File: src/rtl/count_log_pkg.sv
// Shared types and widths for the counter change logger.
// A record is packed MSB-first as {ts, mask, count2, count1, count0}.
package count_log_pkg;

    localparam int CNT_W  = 8;
    localparam int NUM_CH = 3;
    localparam int TS_W   = 8;

    typedef enum logic [0:0] {
        UNPRIMED = 1'b0,
        RUN      = 1'b1
    } state_e;

    typedef struct packed {
        logic [TS_W-1:0]                ts;
        logic [NUM_CH-1:0]              mask;
        logic [NUM_CH-1:0][CNT_W-1:0]   cnt;
    } log_rec_t;

endpackage

File: src/rtl/sync_fifo.sv
// Single-clock FIFO with registered storage, wrap-bit pointers and a registered occupancy count.
// A push into a full FIFO is accepted only when a pop happens on the same edge.
module sync_fifo #(
    parameter int WIDTH = 35,
    parameter int DEPTH = 8
) (
    input  logic                     clk,
    input  logic                     rst_n,
    input  logic                     push_i,
    input  logic [WIDTH-1:0]         wr_data_i,
    input  logic                     pop_i,
    output logic [WIDTH-1:0]         rd_data_o,
    output logic                     full_o,
    output logic                     empty_o,
    output logic [$clog2(DEPTH):0]   level_o
);

    localparam int AW = $clog2(DEPTH);

    logic [WIDTH-1:0] mem_q [DEPTH];
    logic [AW:0]      wr_ptr_q;
    logic [AW:0]      rd_ptr_q;
    logic [AW:0]      level_q;
    logic             wr_en;
    logic             rd_en;

    assign empty_o = (wr_ptr_q == rd_ptr_q);
    assign full_o  = (wr_ptr_q[AW] != rd_ptr_q[AW]) &&
                     (wr_ptr_q[AW-1:0] == rd_ptr_q[AW-1:0]);

    assign rd_en = pop_i && !empty_o;
    assign wr_en = push_i && (!full_o || rd_en);

    assign rd_data_o = mem_q[rd_ptr_q[AW-1:0]];
    assign level_o   = level_q;

    // Storage is data only; the pointers alone decide what is valid.
    always_ff @(posedge clk) begin
        if (wr_en) begin
            mem_q[wr_ptr_q[AW-1:0]] <= wr_data_i;
        end
    end

    always_ff @(posedge clk or negedge rst_n) begin
        if (!rst_n) begin
            wr_ptr_q <= '0;
            rd_ptr_q <= '0;
            level_q  <= '0;
        end else begin
            if (wr_en) begin
                wr_ptr_q <= wr_ptr_q + (AW+1)'(1);
            end
            if (rd_en) begin
                rd_ptr_q <= rd_ptr_q + (AW+1)'(1);
            end
            case ({wr_en, rd_en})
                2'b10:   level_q <= level_q + (AW+1)'(1);
                2'b01:   level_q <= level_q - (AW+1)'(1);
                default: level_q <= level_q;
            endcase
        end
    end

endmodule

File: src/rtl/count_change_logger.sv
// Samples three counter channels, emits a timestamped record whenever any channel changed
// since the previous sample, and buffers records for a valid/ready sink; overflow is counted.
module count_change_logger #(
    parameter int CNT_W  = count_log_pkg::CNT_W,
    parameter int NUM_CH = count_log_pkg::NUM_CH,
    parameter int DEPTH  = 8,
    parameter int TS_W   = count_log_pkg::TS_W
) (
    input  logic                                 clk,
    input  logic                                 reset,
    input  logic [NUM_CH*CNT_W-1:0]              count_i,
    input  logic                                 sample_en,
    output logic                                 out_valid,
    input  logic                                 out_ready,
    output logic [NUM_CH+NUM_CH*CNT_W+TS_W-1:0]  out_data,
    output logic [$clog2(DEPTH):0]               level,
    output logic [7:0]                           drop_cnt
);

    import count_log_pkg::*;

    localparam int REC_W = NUM_CH + NUM_CH*CNT_W + TS_W;

    state_e                    state_q;
    logic [NUM_CH*CNT_W-1:0]   prev_q;
    logic [TS_W-1:0]           ts_q;
    logic [7:0]                drop_q;
    logic [7:0]                drop_d;

    logic [NUM_CH-1:0]         mask;
    log_rec_t                  rec;
    logic                      gen_rec;
    logic                      pop;
    logic                      accept;
    logic                      fifo_full;
    logic                      fifo_empty;
    logic [REC_W-1:0]          head;

    always_comb begin
        mask = '0;
        for (int i = 0; i < NUM_CH; i++) begin
            mask[i] = (count_i[i*CNT_W +: CNT_W] != prev_q[i*CNT_W +: CNT_W]);
        end
    end

    always_comb begin
        rec      = '0;
        rec.ts   = ts_q;
        rec.mask = mask;
        rec.cnt  = count_i;
    end

    assign gen_rec = sample_en && (state_q == RUN) && (|mask);
    assign pop     = out_valid && out_ready;
    assign accept  = gen_rec && (!fifo_full || pop);

    always_comb begin
        drop_d = drop_q;
        if (gen_rec && !accept && (drop_q != 8'hFF)) begin
            drop_d = drop_q + 8'd1;
        end
    end

    always_ff @(posedge clk or negedge reset) begin
        if (!reset) begin
            state_q <= UNPRIMED;
            prev_q  <= '0;
            ts_q    <= '0;
            drop_q  <= '0;
        end else begin
            ts_q   <= ts_q + TS_W'(1);
            drop_q <= drop_d;
            case (state_q)
                UNPRIMED: begin
                    if (sample_en) begin
                        prev_q  <= count_i;
                        state_q <= RUN;
                    end
                end
                RUN: begin
                    if (sample_en) begin
                        prev_q <= count_i;
                    end
                end
                default: state_q <= UNPRIMED;
            endcase
        end
    end

    sync_fifo #(
        .WIDTH (REC_W),
        .DEPTH (DEPTH)
    ) u_fifo (
        .clk       (clk),
        .rst_n     (reset),
        .push_i    (gen_rec),
        .wr_data_i (rec),
        .pop_i     (pop),
        .rd_data_o (head),
        .full_o    (fifo_full),
        .empty_o   (fifo_empty),
        .level_o   (level)
    );

    // Storage is not reset, so the head is masked to keep out_data at zero when empty.
    assign out_valid = !fifo_empty;
    assign out_data  = out_valid ? head : '0;
    assign drop_cnt  = drop_q;

endmodule

File: config.mk
export PLATFORM = sky130hd
export DESIGN_NAME = count_change_logger
export DESIGN_NICKNAME = d
export VERILOG_FILES = /design/src/rtl/count_log_pkg.sv /design/src/rtl/sync_fifo.sv /design/src/rtl/count_change_logger.sv
export SDC_FILE = /design/constraint.sdc
export NUM_CORES = 1
export LEC_CHECK = 0
export BUFFER_PORTS_ARGS = -buffer_cell sky130_fd_sc_hd__buf_2
export CAP_MARGIN = 20
export CORE_ASPECT_RATIO = 1.25
export CORE_MARGIN = 10
export CORE_UTILIZATION = 40
export CTS_CLUSTER_SIZE = 25
export DETAILED_ROUTE_END_ITERATION = 8
export GPL_ROUTABILITY_DRIVEN = 0
export PLACE_DENSITY = 0.54
export SLEW_MARGIN = 5
export SYNTH_ARGS = -nofsm -noshare
export SYNTH_HDL_FRONTEND = slang
export SYNTH_SLANG_ARGS = --single-unit
File: constraint.sdc
create_clock -name clk -period 6.96 [get_ports clk]
set_input_delay 0.348 -clock clk [delete_from_list [all_inputs] [get_ports clk]]
set_output_delay 0.348 -clock clk [all_outputs]
set_load 0.03 [all_outputs]
==> impl_metrics.json <==
{
  "fin_util": 0.471,
  "worst-path-buf-inv": 0,
  "synth_cell_types": 48,
  "drc_errors": 0,
  "cts.sinks": 333,
  "synth_fa_ha_area_frac": 0.00713,
  "die_y_um": 224,
  "status": "finished, final reports clean",
  "min_period_over_period": 0.574,
  "synth-compound-area-share": 0.00713,
  "ff2ff_path_depth": 11,
  "ys_ff_latch": 333,
  "async_flop_share": 0.159,
  "max_stage_delay_ns": 0.79,
  "dr.first_iter.drc_count": 454,
  "pin_count": 76,
  "grt_overflow": 0,
  "finalWirelength_um": 28500,
  "vias": 6441,
  "path_cells": "xor2_1 > nor4_1 > nand4_1 > o21ai_4 > nand2_1 > fa_1 > nor2b_1 > nand3_1 > mux2_2 > a31o_2 > o311ai_1",
  "grt_pass1_wl_um": 43500,
  "slew_headroom": 0.255,
  "initial_core_util": 0.407,
  "arrival_ns": 4.40,
  "rsz0062_at_grt": "no",
  "slew_violations": 0,
  "finalSetupViolCount": 0,
  "min_period_ns": 4.00,
  "port_buffers": 75,
  "syn-num-nets": 713,
  "ant_nets": 0,
  "htreeDepth": 2,
  "synth-edff-count": 280,
  "cts_buffers": 34,
  "synth_xor_area_frac": 0.0327,
  "synth_top_family_by_area": "multiplexers",
  "critical_path_class": "reg2reg",
  "grt_usage": 0.140,
  "synth_mux_area_frac": 0.169,
  "endpoint_kind": "flop",
  "final_net_count": 808,
  "timing.max_cap.violations": 0,
  "reg2reg_setup_slack_ns": 2.96,
  "area_growth_syn_to_layout_pct": 15.7,
  "yosys.area_share.simple": 0.0398,
  "r2r_start": "prev_q[11]",
  "p_leak_nw": 5.48,
  "cp_max_fo": 18,
  "cts_tree": "built",
  "dp_hpwl_um": 15700,
  "syn_area_per_cell_um2": 19.7,
  "crit_family": "simple AND/OR/NAND/NOR gates",
  "core.rowCount": 74,
  "rr_endpoint": "u_fifo.level_o[1]",
  "fmax_mhz": 250,
  "root_buffer": "clkbuf_16",
  "p_per_area_nw_per_um2": 442,
  "critPathSlowestCell": "nor4_1",
  "wl_per_cell_um": 23.4,
  "insertion_delay_ns": 0.51,
  "start_kind": "flop",
  "cts.reportedPaths.clkPinSlew_ns": 0.06,
  "final.setup.tns_ns": 0,
  "yosysWarningCount": 0,
  "synth-main-ff-cell": "edfxtp_1",
  "dieArea_um2": 41100,
  "cts_buffer_depth": 3,
  "irDropWorstVdd_v": 0.000220,
  "dr.pass1.iters": 4,
  "hold_buffers": 0,
  "n_antenna_cell": 0,
  "post_cts_resized": 0,
  "die_w_um": 183,
  "skew_ns": 0.0110,
  "antenna_found_initial": 0,
  "grt_pass1_vias": 7206,
  "tightestPinTransition_ns": 1.11,
  "viasPerCell": 5.29,
  "finalHoldViolations": 0,
  "critPathRequiredTime_ns": 7.36,
  "post_cts_buffers": 0,
  "worstHoldPathType": "in2async",
  "ys_seq_area_frac": 0.730,
  "netlist_area_um2": 13300,
  "syn_inst": 678,
  "core_um2": 32800,
  "grt_max_degree": 74,
  "drive_gt1_frac": 0.323
}
[worst max-delay path by stage]
stage,startpoint,end,slack [ns],cells after the start
after floorplan,sample_en,u_fifo.mem_q[4][0],1.36,6
after global placement,count_i[11],u_fifo.level_o[1],2.85,12
after detailed placement,count_i[11],u_fifo.level_o[1],2.82,12
after CTS,u_fifo.rd_ptr_q[0],u_fifo.level_o[1],2.89,11
after global routing,prev_q[8],u_fifo.level_o[1],2.78,11
final,prev_q[11],u_fifo.level_o[1],2.96,11
[cell families after synthesis]
kind of cell / after synthesis
xor gates and xnor gates: 49
buffers and inverters: 39
DFF: 333
AOI/OAI and AO/OA: 11
muxes: 134
and+or+nand+nor: 105
adders and majority gates: 7
[power by group]
| group | total, mW | internal (mW) | switching (mW) | leakage, nW |
|---|---|---|---|---|
| sequential | 2.65 | 2.47 | 0.180 | 3.19 |
| clock | 1.87 | 1.14 | 0.735 | 0.571 |
| combinational | 2.31 | 0.882 | 1.43 | 1.71 |
[per-layer routing]
| layer | track usage | routed length [um] |
|---|---|---|
| met1 | 0.173 | 12000 |
| met2 | 0.240 | 14700 |
| met3 | 0.0280 | 1180 |
| met4 | 0.0463 | 625 |
| met5 | 0 | 0 |
[area by class of cell]
class | instances | area (um2)
Tap cell | 418 | 523
Fill cell | 2785 | 17300
Timing Repair Buffer | 92 | 543
Multi-Input combinational cell | 306 | 3440
Clock buffer | 42 | 965
Sequential cell | 333 | 9740
Clock inverter | 20 | 204
Inverter | 6 | 22.5
[layout by cell type (no fill, tap or decap), types with 2 or more instances in the layout]
| master | instances |
|---|---|
| and3_1 | 5 |
| and4b_2 | 2 |
| buf_16 | 2 |
| buf_2 | 75 |
| buf_4 | 15 |
| bufinv_16 | 4 |
| clkbuf_1 | 3 |
| clkbuf_16 | 37 |
| clkbuf_8 | 2 |
| clkinv_1 | 8 |
| clkinv_2 | 4 |
| clkinv_4 | 3 |
| dfrtp_1 | 50 |
| dfrtp_2 | 2 |
| edfxtp_1 | 280 |
| ha_1 | 6 |
| inv_1 | 5 |
| mux2_1 | 2 |
| mux2_2 | 25 |
| mux2i_1 | 37 |
| mux4_2 | 70 |
| nand2_1 | 13 |
| nand2b_1 | 2 |
| nand3_1 | 12 |
| nand4_1 | 3 |
| nor2_1 | 40 |
| nor3_1 | 5 |
| nor3_2 | 2 |
| nor3b_1 | 2 |
| nor4_1 | 6 |
| nor4b_2 | 3 |
| or2_2 | 2 |
| xnor2_1 | 15 |
| xor2_1 | 33 |
[registers in the layout (all words and copies together) (netlist names)]
| signal | count |
|---|---|
| u_fifo.rd_ptr_q | 4 |
| u_fifo.wr_ptr_q | 4 |
| u_fifo.level_o | 4 |
| u_fifo.mem_q | 280 |
| drop_cnt | 8 |
| state_q | 1 |
| ts_q | 8 |
| prev_q | 24 |
[cells in the mapped netlist, types with 2 or more instances]
cell	n	area, um2
xor2_1	33	289
buf_4	3	22.5
nand4_1	3	18.8
mux4_2	70	1580
nand3_1	12	60.1
and3_1	5	31.3
ha_1	6	75.1
buf_2	8	40.0
mux2i_1	37	370
dfrtp_1	53	1330
xnor2_1	15	131
buf_1	6	22.5
inv_1	5	18.8
nor4_1	7	43.8
nor4b_1	3	26.3
mux2_2	25	282
nor3_1	6	30.0
nor2_1	40	150
and4_1	2	17.5
nand2b_1	2	12.5
edfxtp_1	280	8410
buf_6	4	45.0
and4b_1	2	20.0
nor3b_1	2	15.0
clkbuf_1	12	45.0
mux2_1	2	22.5
nand2_1	13	48.8
or2_2	2	12.5
[metrics by stage]
stage	total power [mW]	std cells	area (um2)	hold WS [ns]	setup WS, ns
after CTS	6.93	1215	15400	0.0112	2.89
after global routing	7.17	1217	15400	0.0706	2.78
after floorplan	4.33	678	13300	0.0524	1.36
after global placement	5.00	1153	14200	0.450	2.85
final	6.83	1217	15400	0.0142	2.96
after detailed placement	5.05	1153	14200	0.448	2.82
Note: power is estimated with default switching activity, not from simulation.
